**config.mk**
```make
export PLATFORM = sky130hd
export DESIGN_NAME = lsu_ctrl
export DESIGN_NICKNAME = d
export VERILOG_FILES = /design/src/rtl/lsu_ctrl.sv
export SDC_FILE = /design/constraint.sdc
export NUM_CORES = 1
export LEC_CHECK = 0
export BUFFER_PORTS_ARGS = -buffer_cell sky130_fd_sc_hd__clkbuf_2
export CORE_ASPECT_RATIO = 1.2
export CORE_UTILIZATION = 45
export CTS_CLUSTER_DIAMETER = 40
export DETAILED_ROUTE_END_ITERATION = 12
export HOLD_SLACK_MARGIN = 0.08
export MAX_ROUTING_LAYER = met4
export PLACE_DENSITY = 0.73
export SLEW_MARGIN = 20
export SYNTH_ARGS = -nofsm -noshare
export SYNTH_HDL_FRONTEND = slang
export SYNTH_SLANG_ARGS = --single-unit
```
**constraint.sdc**
```tcl
create_clock -name clk -period 3.7 [get_ports clk]
set_input_delay 0.74 -clock clk [delete_from_list [all_inputs] [get_ports clk]]
set_output_delay 0.74 -clock clk [all_outputs]
set_load 0.02 [all_outputs]
```
**src/rtl/lsu_ctrl.sv**
```systemverilog
// Load/store controller: one request at a time, read-modify-write for sub-doubleword stores.
// Define LSU_MISALIGN_TRAP_EN to report misaligned accesses as errors instead of performing them.
module lsu_ctrl #(
   parameter int MEM_BYTES = 1024,
   parameter int ADDR_W    = 64
) (
   input  logic              clk,
   input  logic              rst,
   input  logic              req_valid,
   output logic              req_ready,
   input  logic              req_is_store,
   input  logic [2:0]        req_funct3,
   input  logic [ADDR_W-1:0] req_addr,
   input  logic [ADDR_W-1:0] req_wdata,
   output logic              resp_valid,
   output logic [ADDR_W-1:0] resp_rdata,
   output logic [1:0]        resp_err,
   output logic [ADDR_W-1:0] mem_adrs,
   output logic [ADDR_W-1:0] mem_wdata,
   output logic              mem_read,
   output logic              mem_write,
   input  logic [ADDR_W-1:0] mem_rdata
);

   typedef enum logic [1:0] {IDLE, READ, WRITE, RESP} state_t;

   state_t            state;
   logic              is_store;
   logic [2:0]        funct3;
   logic [ADDR_W-1:0] wdata;
   logic [1:0]        req_size;
   logic              illegal;
   logic              misaligned;
   logic              out_of_range;
   logic [1:0]        req_err;

   function automatic logic [ADDR_W-1:0] size_mask(input logic [1:0] size);
      case (size)
         2'd0:    return {{(ADDR_W-8){1'b0}}, 8'hFF};
         2'd1:    return {{(ADDR_W-16){1'b0}}, 16'hFFFF};
         2'd2:    return {{(ADDR_W-32){1'b0}}, 32'hFFFF_FFFF};
         default: return '1;
      endcase
   endfunction

   function automatic logic [ADDR_W-1:0] merge(input logic [ADDR_W-1:0] old_data,
                                              input logic [ADDR_W-1:0] new_data,
                                              input logic [1:0]        size);
      return (old_data & ~size_mask(size)) | (new_data & size_mask(size));
   endfunction

   function automatic logic [ADDR_W-1:0] extend(input logic [ADDR_W-1:0] data,
                                               input logic [2:0]        f3);
      logic sgn;
      case (f3[1:0])
         2'd0:    sgn = data[7];
         2'd1:    sgn = data[15];
         2'd2:    sgn = data[31];
         default: sgn = 1'b0;
      endcase
      sgn = sgn & ~f3[2];
      return (data & size_mask(f3[1:0])) | ({ADDR_W{sgn}} & ~size_mask(f3[1:0]));
   endfunction

   assign req_size = req_funct3[1:0];

   // Any access touches 8 bytes, so the range limit is the same for every size
   always_comb begin
      illegal      = req_is_store ? req_funct3[2] : (req_funct3 == 3'd7);
      misaligned   = 1'b0;
`ifdef LSU_MISALIGN_TRAP_EN
      case (req_size)
         2'd1:    misaligned = req_addr[0];
         2'd2:    misaligned = |req_addr[1:0];
         2'd3:    misaligned = |req_addr[2:0];
         default: misaligned = 1'b0;
      endcase
`endif
      out_of_range = req_addr > ADDR_W'(MEM_BYTES - 8);
      if (illegal)           req_err = 2'b11;
      else if (misaligned)   req_err = 2'b01;
      else if (out_of_range) req_err = 2'b10;
      else                   req_err = 2'b00;
   end

   assign req_ready  = (state == IDLE) && !rst;
   assign resp_valid = (state == RESP);
   assign mem_read   = (state == READ) && !rst;
   assign mem_write  = (state == WRITE) && !rst;

   always_ff @(posedge clk) begin
      if (rst) begin
         state      <= IDLE;
         is_store   <= 1'b0;
         funct3     <= '0;
         wdata      <= '0;
         resp_rdata <= '0;
         resp_err   <= '0;
         mem_adrs   <= '0;
         mem_wdata  <= '0;
      end else begin
         case (state)
            IDLE: begin
               if (req_valid) begin
                  is_store <= req_is_store;
                  funct3   <= req_funct3;
                  wdata    <= req_wdata;
                  if (req_err != 2'b00) begin
                     resp_err   <= req_err;
                     resp_rdata <= '0;
                     state      <= RESP;
                  end else if (req_is_store && req_size == 2'd3) begin
                     mem_adrs  <= req_addr;
                     mem_wdata <= req_wdata;
                     state     <= WRITE;
                  end else begin
                     mem_adrs <= req_addr;
                     state    <= READ;
                  end
               end
            end
            // The read data feeds either the merged store word or the extended load result
            READ: begin
               if (is_store) begin
                  mem_wdata <= merge(mem_rdata, wdata, funct3[1:0]);
                  state     <= WRITE;
               end else begin
                  resp_rdata <= extend(mem_rdata, funct3);
                  resp_err   <= 2'b00;
                  state      <= RESP;
               end
            end
            WRITE: begin
               resp_rdata <= '0;
               resp_err   <= 2'b00;
               state      <= RESP;
            end
            RESP: begin
               resp_rdata <= '0;
               resp_err   <= 2'b00;
               state      <= IDLE;
            end
            default: state <= IDLE;
         endcase
      end
   end

endmodule
```
==> qor.yml, run 1 <==
routing:
  drt-total-wl_um: 36500
  ant_nets: 0
  drt_iter0_drc: 777
  wl_per_cell_um: 18.1
  via_count: 11000
  drc: 0
  first_pass_iters: 8
  via_per_inst: 5.42
placement:
  finalWeightedCongestion: 0.871
  dp.cells: 1948
  place_area_um2: 13200
  dp_hpwl_um: 24300
  port_buffers: 396
logic_synthesis:
  synthAdderAreaFrac_pct: 0.565
  synth.mux.area_fraction_pct: 3.16
  synth-seq-area-share_pct: 47.7
  ys.flop_type: "dfxtp_1"
  netlist_area_um2: 11100
  async_reset_ff_share_pct: 0
  syn_nets: 1541
  syn_avg_cell_area_um2: 8.29
  synth_edf_count: 0
  synth_xor_area_share_pct: 0
  ys_types: 38
  syn_inst: 1337
  synth_top_family_by_area: "simple AND/OR/NAND/NOR gates"
  yosys.area_share.simple_pct: 24.3
  synth_warnings: 0
  synth_compound_area_share_pct: 19.6
  synth-seq-cells: 264
critical_path:
  endpoint: "mem_wdata[0]"
  required_ns: 4.11
  critical-path-slowest-cell: "or4_1"
  critPathMaxFanout: 49
  critPathMaxStageDelay_ns: 0.63
  rrSetupSlack_ns: 1.16
  r2r-start: "funct3[1]"
  worst_ep_arrival_time_ns: 3.09
  setup.worst_path.start: "req_addr[37]"
  critPathCaptureType: "flop"
  reg2regPathDepth: 7
  r2r_end: "resp_rdata[53]"
  cp_cell_sequence: "clkbuf_2 > nor4_1 > nand4_1 > or4_1 > nor3_4 > buf_4 > nor3_1 > a211oi_1"
  start_kind: "input port"
  crit_type: "input port to flop"
finish:
  nFillCells: 2194
  area_growth_pct: 30.8
  utilization_pct: 60.3
  final_common_cell: "clkbuf_2"
  finish.instance_area_um2: 14500
  drive_gt1_share_pct: 29.4
  layout_common_cells: "clkbuf_2 (395), dfxtp_1 (262), nand2_1 (184)"
  fin_nets: 1871
  fin_cells: 2021
pwr:
  powerDensity_nw_per_um2: 619
  leakage_nw: 6.18
  ir_drop_mv: 0.397
job:
  maxCapViolations: 0
sta:
  setup_viol: 0
  fmax_mhz: 374
  finalSetupTns_ns: 0
  skew_ns: 0.0112
  report.final.slew_viol_count: 0
  rsz0062_at_grt: "false"
  worst_pin_slew_ns: 1.13
  max-slew-margin-rel_pct: 24.8
  period_minus_slack_ns: 2.68
  fin_crit_sh_pct: 72.3
  hold_viol: 0
cts:
  cts.path.max_buffers: 3
  worst_skew_pair.late_latency_ns: 0.51
  cts_root_buffer: "clkbuf_16"
  cts.hold.buffers_added: 0
  post_cts.repair.setup_buffers: 0
  cts_tree: "built"
  path_clk_slew_ns: 0.05
  cts_max_level: 2
  clock-sinks: 264
  cts_buffers: 37
  post_cts_resized: 0
floorplanning:
  die_w_um: 145
  core_um2: 24000
  ioPinCount: 397
  die_area_um2: 25300
  core.rowCount: 62
  start_util_pct: 46.1
  die_h_um: 174
grt:
  grt_pass1_vias: 10700
  grt_pass1_wl_um: 57200
  antenna_found_initial: 5
  gr-total-overflow: 0
  use_met1_pct: 35.5
  met2_usage_pct: 45.6
  grtUsageMet3_pct: 7.84
  busiest_layer: "met2"
  grt_usage_pct: 29.1
  grt_max_degree: 248
outcome:
  run_status: "finished clean"
min_path:
  hold_depth: 2
  holdCritPathClass: "flop to flop"
[cells by family (layout without fill, tap and decap cells)]
group / count (synthesis) / after routing
other: 0 / 5
buffers and inverters: 127 / 486
AO/OA/AOI/OAI: 372 / 372
AND/OR/NAND/NOR: 534 / 534
flip-flops: 264 / 264
multiplexers: 35 / 35
adder cells (fa/ha/maj): 5 / 5
[stage by stage]
stage	total power [mW]	setup WS (ns)	hold slack, ns
final	8.97	1.02	0.454
after floorplan	4.71	1.22	0.433
after global routing	9.39	0.823	0.458
after CTS	9.02	1.02	0.445
after global placement	5.39	0.618	0.438
after detailed placement	5.43	0.539	0.443
[routing by layer]
metal | vias to the layer above | part of all wire (%)
li1 | 5305 | -
met1 | 5066 | 41
met2 | 501 | 46
met3 | 78 | 9.5
met4 | 0 | 3.2
met5 | - | 0
[flip-flops by register name, summed over array words and instances (netlist names)]
name        cells
mem_adrs       64
wdata          64
mem_wdata      64
resp_err        2
state           2
resp_rdata     64
is_store        1
funct3          3
[report_power, final]
| part | internal [mW] | switching [mW] | total [mW] |
|---|---|---|---|
| Sequential | 3.11 | 0.182 | 3.29 |
| Clock | 2.21 | 1.37 | 3.58 |
| Combinational | 0.679 | 1.42 | 2.09 |
[cell usage after synthesis (9+ instances only)]
cell type    n  share of area [%]
clkbuf_1    87                2.9
nor3_1      12               0.54
o21ai_1     56                2.5
nor4_1      13               0.73
o21ai_0    149                6.7
mux2i_1     35                3.2
nand2_1    186                6.3
o31ai_1     16                1.1
nor2_1      83                2.8
and2_1      56                3.2
nand3b_1    56                3.8
a311oi_1    40                3.2
buf_1       14               0.47
a21oi_1     72                3.3
a22oi_1      9               0.61
nand2b_1    58                3.3
a211oi_1    20                1.4
nor2b_1     23                1.3
nand3_1     35                1.6
dfxtp_1    264                 48
buf_2       20               0.90
[how the worst min path moves through the flow]
stage,slack [ns],to,startpoint
CTS,0.44,wdata[59],req_wdata[59]
floorplan,0.43,wdata[10],wdata[10]
detailed placement,0.44,mem_adrs[14],mem_adrs[14]
global route,0.46,wdata[5],req_wdata[5]
global placement,0.44,wdata[14],wdata[14]
finish,0.45,wdata[56],wdata[56]
[worst max-delay path: cells and delay by family]
family | cells | cell delay, ns
AO/OA/AOI/OAI | 1 | 0.24
buffers and inverters | 2 | 0.57
AND/OR/NAND/NOR | 5 | 1.47
[layout make-up]
type | count | area, um^2 | share of cell area [%]
Multi-Input combinational cell | 946 | 5320 | 36.7
Sequential cell | 264 | 5290 | 36.5
Timing Repair Buffer | 416 | 2190 | 15.1
Clock buffer | 48 | 1060 | 7.31
Tap cell | 320 | 400 | 2.76
Clock inverter | 20 | 215 | 1.49
Antenna cell | 5 | 12.5 | 0.0863
Inverter | 2 | 7.51 | 0.0518
Note: power is estimated with default switching activity, not from simulation.
==> inputs of run 2 (changes only) <==
Clock period 3.7 ns to 2.53 ns, I/O delays scaled along.
==> run 2 against run 1 <==
Against the previous run: clock-buffer cell count is 4 lower; worst setup slack worse by 0.84 ns; sequential cell count stayed put; global-route usage is 0.32 points higher; non-clock buffer count is 20 higher; final area is 1.1% higher; register-to-register slack worse by 0.80 ns; die area stayed put; clock skew is 0.00056 ns higher; sequential power is 45% higher; highest routed layer unchanged.
==> qor.yml, run 2 (synthesis results as in run 1) <==
outcome:
  run_status: "finished clean"
critical_path:
  critPathCaptureType: "primary output"
  crit_type: "flop to primary output"
  start_kind: "flop"
  required_ns: 2.02
  critPathMaxFanout: 6
  worst_ep_arrival_time_ns: 1.83
finish:
  area_growth_pct: 32.2
  layout_common_cells: "clkbuf_2 (395), dfxtp_1 (262), nand2_1 (184)"
  seqCellArea_um2: 5290
  multi_input_area_um2: 5320
  drive_gt1_share_pct: 30.1
  nFillCells: 2188
  fin_nets: 1890
  final_common_cell: "clkbuf_2"
sta:
  setup_viol: 0
  worst_pin_slew_ns: 0.719
  finalSetupTns_ns: 0
  hold_viol: 0
  period_minus_slack_ns: 2.34
  skew_ns: 0.0118
  report.final.slew_viol_count: 0
  fin_crit_sh_pct: 92.5
  timing.final.ws_setup_ns: 0.189
  rsz0062_at_grt: "false"
  max-slew-margin-rel_pct: 52.1
  fmax_mhz: 427
grt:
  antenna_found_initial: 5
  grt_pass1_vias: 10600
  grt_usage_pct: 29.4
  gr-total-overflow: 0
  grt_max_degree: 189
  grt_pass1_wl_um: 58100
cts:
  cts_tree: "built"
  cts_buffers: 36
  cts.hold.buffers_added: 0
  clock-sinks: 264
  post_cts_resized: 0
  cts.path.max_buffers: 3
  cts_root_buffer: "clkbuf_16"
  post_cts.repair.setup_buffers: 0
  worst_skew_pair.late_latency_ns: 0.50
  path_clk_slew_ns: 0.06
  cts_max_level: 2
min_path:
  holdCritPathClass: "input port to flop"
placement:
  finalWeightedCongestion: 0.861
  port_buffers: 396
  dp_hpwl_um: 25200
  pre_cts_slack_ns: -0.255
floorplanning:
  start_util_pct: 46.1
  die_h_um: 174
  die_w_um: 145
  core_um2: 24000
  die_area_um2: 25300
  ioPinCount: 397
  core.rowCount: 62
routing:
  drt_iter0_drc: 733
  ant_nets: 0
  wl_per_cell_um: 18.0
  via_per_inst: 5.42
  via_count: 11000
  drc: 0
  drt-total-wl_um: 36800
  first_pass_iters: 8
pwr:
  powerDensity_nw_per_um2: 887
  leakage_nw: 6.25
  ir_drop_mv: 0.563
job:
  maxCapViolations: 0
-- run 2: changes by cell type in the layout (fill, tap and decap cells not counted) --
cell,delta
inv_8,-3
clkinv_4,+1
buf_12,+7
clkbuf_16,-2
clkbuf_8,-1
clkinvlp_4,+3
clkinv_2,+1
buf_4,+13
inv_12,-1
clkbuf_1,-1
-- run 2: cell type report --
type,count,area share (%)
Clock buffer,44,6.77
Sequential cell,264,36.1
Timing Repair Buffer,436,16.6
Inverter,2,0.0513
Tap cell,320,2.73
Multi-Input combinational cell,946,36.3
Antenna cell,5,0.0854
Clock inverter,21,1.38
-- run 2: worst max-delay path, cell delays in order, from the launching register on --
cell and delay (ns):
dfxtp_1 0.43, inv_1 0.12, ha_1 0.29, buf_4 0.19
nor2b_1 0.13, clkbuf_2 0.18
-- run 2: worst paths after layout --
path	from	end	slack [ns]	cells past startpoint
worst min-delay path	req_wdata[22]	wdata[22]	0.23	3
worst min register to register	wdata[10]	wdata[10]	0.45	2
worst max-delay path	state[0]	req_ready	0.19	5
worst max register to register	funct3[1]	resp_rdata[52]	0.36	7
-- run 2: stage by stage --
step                power, mW  hold WS (ns)  util, %  std cells  instance area, um^2
finish                   13.0         0.230     60.9       2038                14600
global route             13.6         0.222     60.9       2038                14600
CTS                      13.1         0.215     60.9       2033                14600
detailed placement       8.09         0.443     55.9       1968                13400
global placement         8.03         0.438     55.9       1968                13400
floorplan                6.89         0.433        -       1337                11100
-- run 2: layer usage --
layer / up-vias / global-route usage [%] / part of all wire [%]
met1: 5168 / 35.3 / 41
met4: 0 / 8.16 / 2.2
li1: 5342 / - / -
met5: - / - / 0
met3: 61 / 7.76 / 9.0
met2: 473 / 48.5 / 48
-- run 2: power breakdown --
group | internal (mW) | switching [mW]
logic | 1.12 | 2.14
clock network | 3.03 | 1.92
registers | 4.55 | 0.232
total | 8.70 | 4.29
